`src/rtl/vga_timing_gen.sv`:
```
// vga_timing_gen
// Parametrised VGA timing generator at the head of the draw pipeline.
// It walks a pixel position (h, v) across one frame and decodes the blanking
// and sync signals for that position. It also produces line/frame strobes and
// a count of completed frames.
//
// Ports:
//   clk         system clock
//   rst_n       synchronous, active-low reset (overrides en)
//   en          pixel enable; one pixel step per clk edge with en=1
//   hcount      current pixel column, 0..H_TOT-1
//   vcount      current line, 0..V_TOT-1
//   hsync       horizontal sync, at level HS_POL while active
//   hblnk       horizontal blanking (h >= H_ACTIVE)
//   vsync       vertical sync, at level VS_POL while active
//   vblnk       vertical blanking (v >= V_ACTIVE)
//   line_start  one-cycle strobe when the outputs first show h=0 after a wrap
//   frame_start one-cycle strobe when the outputs first show (0,0) after a
//               full-frame wrap
//   frame_cnt   completed-frame counter, modulo 2**FW
module vga_timing_gen #(
  parameter int H_ACTIVE = 800,
  parameter int H_FP     = 40,
  parameter int H_SYNC   = 128,
  parameter int H_BP     = 88,
  parameter int V_ACTIVE = 600,
  parameter int V_FP     = 1,
  parameter int V_SYNC   = 4,
  parameter int V_BP     = 23,
  parameter bit HS_POL   = 1'b1,
  parameter bit VS_POL   = 1'b1,
  parameter int CW       = 11,
  parameter int FW       = 8
) (
  input  logic          clk,
  input  logic          rst_n,
  input  logic          en,
  output logic [CW-1:0] hcount,
  output logic [CW-1:0] vcount,
  output logic          hsync,
  output logic          hblnk,
  output logic          vsync,
  output logic          vblnk,
  output logic          line_start,
  output logic          frame_start,
  output logic [FW-1:0] frame_cnt
);

  localparam int H_TOT    = H_ACTIVE + H_FP + H_SYNC + H_BP;
  localparam int V_TOT    = V_ACTIVE + V_FP + V_SYNC + V_BP;
  localparam int HS_START = H_ACTIVE + H_FP;
  localparam int HS_END   = HS_START + H_SYNC;
  localparam int VS_START = V_ACTIVE + V_FP;
  localparam int VS_END   = VS_START + V_SYNC;

  // The counters must be able to hold the last position of a line and frame;
  // a narrower CW would silently alias positions, so refuse to elaborate.
  if ((H_TOT - 1) >= (2 ** CW) || (V_TOT - 1) >= (2 ** CW)) begin : g_cw_too_small
    $error("vga_timing_gen: CW=%0d cannot hold H_TOT-1=%0d / V_TOT-1=%0d",
           CW, H_TOT - 1, V_TOT - 1);
  end

  logic          h_wrap;
  logic          f_wrap;
  logic [CW-1:0] h_nxt;
  logic [CW-1:0] v_nxt;
  logic          hs_log;
  logic          vs_log;

  // Next position and its decodes. Everything is derived from the position
  // the outputs will show after this edge, so all registered outputs line up
  // on the same (h, v) with no extra pipeline stage downstream.
  always_comb begin
    h_wrap = (hcount == CW'(H_TOT - 1));
    f_wrap = h_wrap && (vcount == CW'(V_TOT - 1));
    h_nxt  = h_wrap ? '0 : hcount + CW'(1);
    v_nxt  = vcount;
    if (h_wrap) begin
      v_nxt = (vcount == CW'(V_TOT - 1)) ? '0 : vcount + CW'(1);
    end
    hs_log = (h_nxt >= CW'(HS_START)) && (h_nxt < CW'(HS_END));
    vs_log = (v_nxt >= CW'(VS_START)) && (v_nxt < CW'(VS_END));
  end

  // Output register. With en low everything holds and the strobes drop, so
  // a divided pixel clock sees exactly one position per enabled edge.
  always_ff @(posedge clk) begin
    if (!rst_n) begin
      hcount      <= '0;
      vcount      <= '0;
      hblnk       <= 1'b0;
      vblnk       <= 1'b0;
      hsync       <= ~HS_POL;
      vsync       <= ~VS_POL;
      line_start  <= 1'b0;
      frame_start <= 1'b0;
      frame_cnt   <= '0;
    end else begin
      line_start  <= 1'b0;
      frame_start <= 1'b0;
      if (en) begin
        hcount      <= h_nxt;
        vcount      <= v_nxt;
        hblnk       <= (h_nxt >= CW'(H_ACTIVE));
        vblnk       <= (v_nxt >= CW'(V_ACTIVE));
        hsync       <= HS_POL ? hs_log : ~hs_log;
        vsync       <= VS_POL ? vs_log : ~vs_log;
        line_start  <= h_wrap;
        frame_start <= f_wrap;
        if (f_wrap) begin
          frame_cnt <= frame_cnt + FW'(1);
        end
      end
    end
  end

endmodule

```
`config.mk`:
```
export PLATFORM = sky130hd
export DESIGN_NAME = vga_timing_gen
export DESIGN_NICKNAME = d
export VERILOG_FILES = /design/src/rtl/vga_timing_gen.sv
export SDC_FILE = /design/constraint.sdc
export NUM_CORES = 1
export LEC_CHECK = 0
export CAP_MARGIN = 20
export CELL_PAD_IN_SITES_DETAIL_PLACEMENT = 1
export CELL_PAD_IN_SITES_GLOBAL_PLACEMENT = 1
export CORE_MARGIN = 2
export CORE_UTILIZATION = 38
export DETAILED_ROUTE_END_ITERATION = 7
export GPL_TIMING_DRIVEN = 0
export PLACE_DENSITY = 0.8
export SLEW_MARGIN = 10
export SYNTH_ARGS = -nofsm -noshare
export SYNTH_HDL_FRONTEND = slang
export SYNTH_SLANG_ARGS = --single-unit
export TNS_END_PERCENT = 1
```
`constraint.sdc`:
```
create_clock -name clk -period 3.05 [get_ports clk]
set_input_delay 0.61 -clock clk [delete_from_list [all_inputs] [get_ports clk]]
set_output_delay 0.61 -clock clk [all_outputs]
set_load 0.02 [all_outputs]
```
==> out/metrics.csv <==
stage,metric,value,unit
run_status,status,completed,
sta,setup_viol,0,
synth,ys_ff_latch,36,
floorplanning,fp-row-count,26,
synth,synth.cell_area,2080,um2
sta,period_needed,2720,ps
cts,htree_levels,2,
routing,route.vias.total,2093,
routing,ant_nets,0,
global_route,grt_pass1_vias,2032,
power_and_ir_drop,max-vdd-ir-drop,0.000246,V
critical_path,required,3220,ps
sta,maxSlewViolCount,0,
cells_and_area,multiInputGateArea,1260,um2
sta,setup_tns,0,ps
synth,syn_nets,269,
power_and_ir_drop,p_leak,0.926,nW
synth,synth_xor_xnor_area_share,0.0843,
synth,synth-adder-area-share,0.0181,
power_and_ir_drop,netSwitchingFraction,0.227,
power_and_ir_drop,powerDensity,357,nW/um2
power_and_ir_drop,power_frac_clock,0.445,
synth,syn_avg_cell_area,7.90,um2
cells_and_area,fin_nets,314,
global_route,grt_max_degree,13,
routing,vias_per_cell,5.52,
synth,synth_cells,263,
cells_and_area,final_common_cell,nor2_1,
routing,route.detailed.drc,0,
routing,drt-wirelength-per-cell,15.9,um
global_route,grt_pass1_wl,10100,um
placement,port_buffers,38,
power_and_ir_drop,p_comb_frac,0.051,
cts,cts_tree,done,
cts,clkSinkCount,36,
sta,worst_slew_pin_slew,642,ps
cells_and_area,antenna_cells,0,
floorplanning,fp.dieH,78.0,um
cts,clk_pin_slew,80,ps
synth,synth_edf_count,0,
synth,yosysUniqueCellTypes,47,
sta,rsz0062_at_grt,no,
cts,cts-root-buf,clkbuf_8,
synth,synth_top_family_by_area,simple AND/OR/NAND/NOR gates,
routing,drt_iter0_drc,132,
sta,fin_crit_sh,0.892,
global_route,grt_antenna_before_repair,0,
cts,insertion_delay,290,ps
power_and_ir_drop,pwr-share-seq,0.504,
placement,hpwl,4300,um
synth,ys.flop_type,dfxtp_1,
worst_hold_path,hold_path_class,register to register,
cells_and_area,drive_gt1_frac,0.0583,
cells_and_area,fin_util,0.511,
placement,gp_congestion,0.816,
cts,numCtsBuffers,5,
synth,ys_seq_area_frac,0.347,
cts,clockBufferDepth,2,
critical_path,cp.arrival,2890,ps
critical_path,startpoint_type,register,
floorplanning,top_level_ports,39,
cells_and_area,ff_latch_area,721,um2
cells_and_area,layout_common_cells,"39 x nor2_1, 38 x clkdlybuf4s50_1, 36 x dfxtp_1, 20 x nand2_1",
run,drv_cap,0,
sta,clock_skew,7.55,ps
critical_path,path_class,register to register,
cts,cts_resized,0,
cells_and_area,fin_cells,379,
power_and_ir_drop,internal-power,0.733,mW
sta,finalHoldViolations,0,
synth,synthMuxAreaShare,0.0193,
floorplanning,initial_core_util,0.399,
sta,whs,476,ps
synth,async_flop_share,0,
synth,yosysWarningCount,0,
routing,finalWirelength,6020,um
critical_path,cp-end-kind,register,
placement,dp_cells,371,
floorplanning,die_area,6080,um2
global_route,grtUsageTotal,0.208,
synth,synthSimpleGateAreaFrac,0.323,
routing,first_pass_iters,4,
cts,cts_setup_buffers,0,
floorplanning,core_area,5200,um2
synth,yosys.area.top_type,dfxtp_1,
synth,synth_compound_area_frac,0.162,
critical_path,r2r_slack,330,ps
synth,synth_top_area_share,0.347,
synth,synthTopCellsByArea,"dfxtp_1 35%, nor2_1 7.0%, xor2_1 6.7%",
sta,timing.slew.headroom,0.572,
sta,fmax,0.368,GHz
power_and_ir_drop,p_switching,0.216,mW
cts,holdBufCountCts,0,
critical_path,cp_max_fo,10,
cells_and_area,fillCellCount,655,
cells_and_area,synthToLayoutAreaGrowth,27.9,%
floorplanning,die_x,78.0,um
global_route,overflow,0,
## power by group through the flow
stage               registers (mW)  logic [mW]  clock network [mW]
floorplan                    0.494      0.0209                   0
global route                 0.479      0.0523               0.461
global placement             0.489      0.0482                   0
finish                       0.478      0.0482               0.422
CTS                          0.478      0.0485               0.440
detailed placement           0.489      0.0484                   0
## state kept, by name, summed over array words and instances, names as in the netlist
| signal | cells |
|---|---|
| hblnk | 1 |
| vblnk | 1 |
| frame_cnt | 8 |
| vsync | 1 |
| vcount | 11 |
| line_start | 1 |
| frame_start | 1 |
| hcount | 11 |
| hsync | 1 |
## stage by stage
step	worst slack (ps)	power (mW)	instance area, um2
floorplan	660	0.515	2080
global placement	411	0.537	2550
detailed placement	377	0.538	2550
finish	330	0.948	2660
CTS	346	0.967	2660
global route	159	0.993	2660
## cells in the mapped netlist, drive strengths merged (2+ instances only)
cell	instances
nand3	13
a31oi	5
a21oi	16
xor2	16
mux2i	4
nand4	14
nor3	11
xnor2	4
clkbuf	11
and4	4
and2	4
and3	10
nand2	20
buf	6
o31ai	3
nand4b	2
a221oi	3
dfxtp	36
o21ai	12
ha	3
inv	5
nor2	39
nor3b	3
a311o	2
## final cells by class
type | instances | area share
sequential | 36 | 0.271
clock inverter | 3 | 0.0160
tap | 70 | 0.0330
timing repair buffer | 38 | 0.143
buffer | 17 | 0.0292
multi-input combinational | 205 | 0.475
inverter | 5 | 0.00706
clock buffer | 5 | 0.0259
## kinds of logic after synthesis
logic type	count (synthesis)
simple gates	126
compound gates	52
flops	36
buf+inv	22
xor+xnor	20
mux	4
fa+ha+maj	3
## worst paths after layout
check,start,to,cells past startpoint
worst min-delay path,hsync$_SDFFE_PN0P_,hsync$_SDFFE_PN0P_,2
worst max register to register,vcount[0]$_SDFFE_PN0P_,vblnk$_SDFFE_PN0P_,8
worst min register to register,hsync$_SDFFE_PN0P_,hsync$_SDFFE_PN0P_,2
worst max-delay path,vcount[0]$_SDFFE_PN0P_,vblnk$_SDFFE_PN0P_,8
## layer usage
metal / share of wire / GRT usage
met5: 0 / 0
met4: 0.012 / 0.0526
met3: 0.034 / 0.0407
met2: 0.46 / 0.336
met1: 0.50 / 0.285
## critical path: stages (launching register included)
cell	delay, ps
dfxtp_1	510
ha_1	200
buf_2	190
and3_1	280
nand3_1	260
o31a_1	370
nor3_1	450
and4_1	290
a221oi_2	60
(Power assumes the default switching activity.)
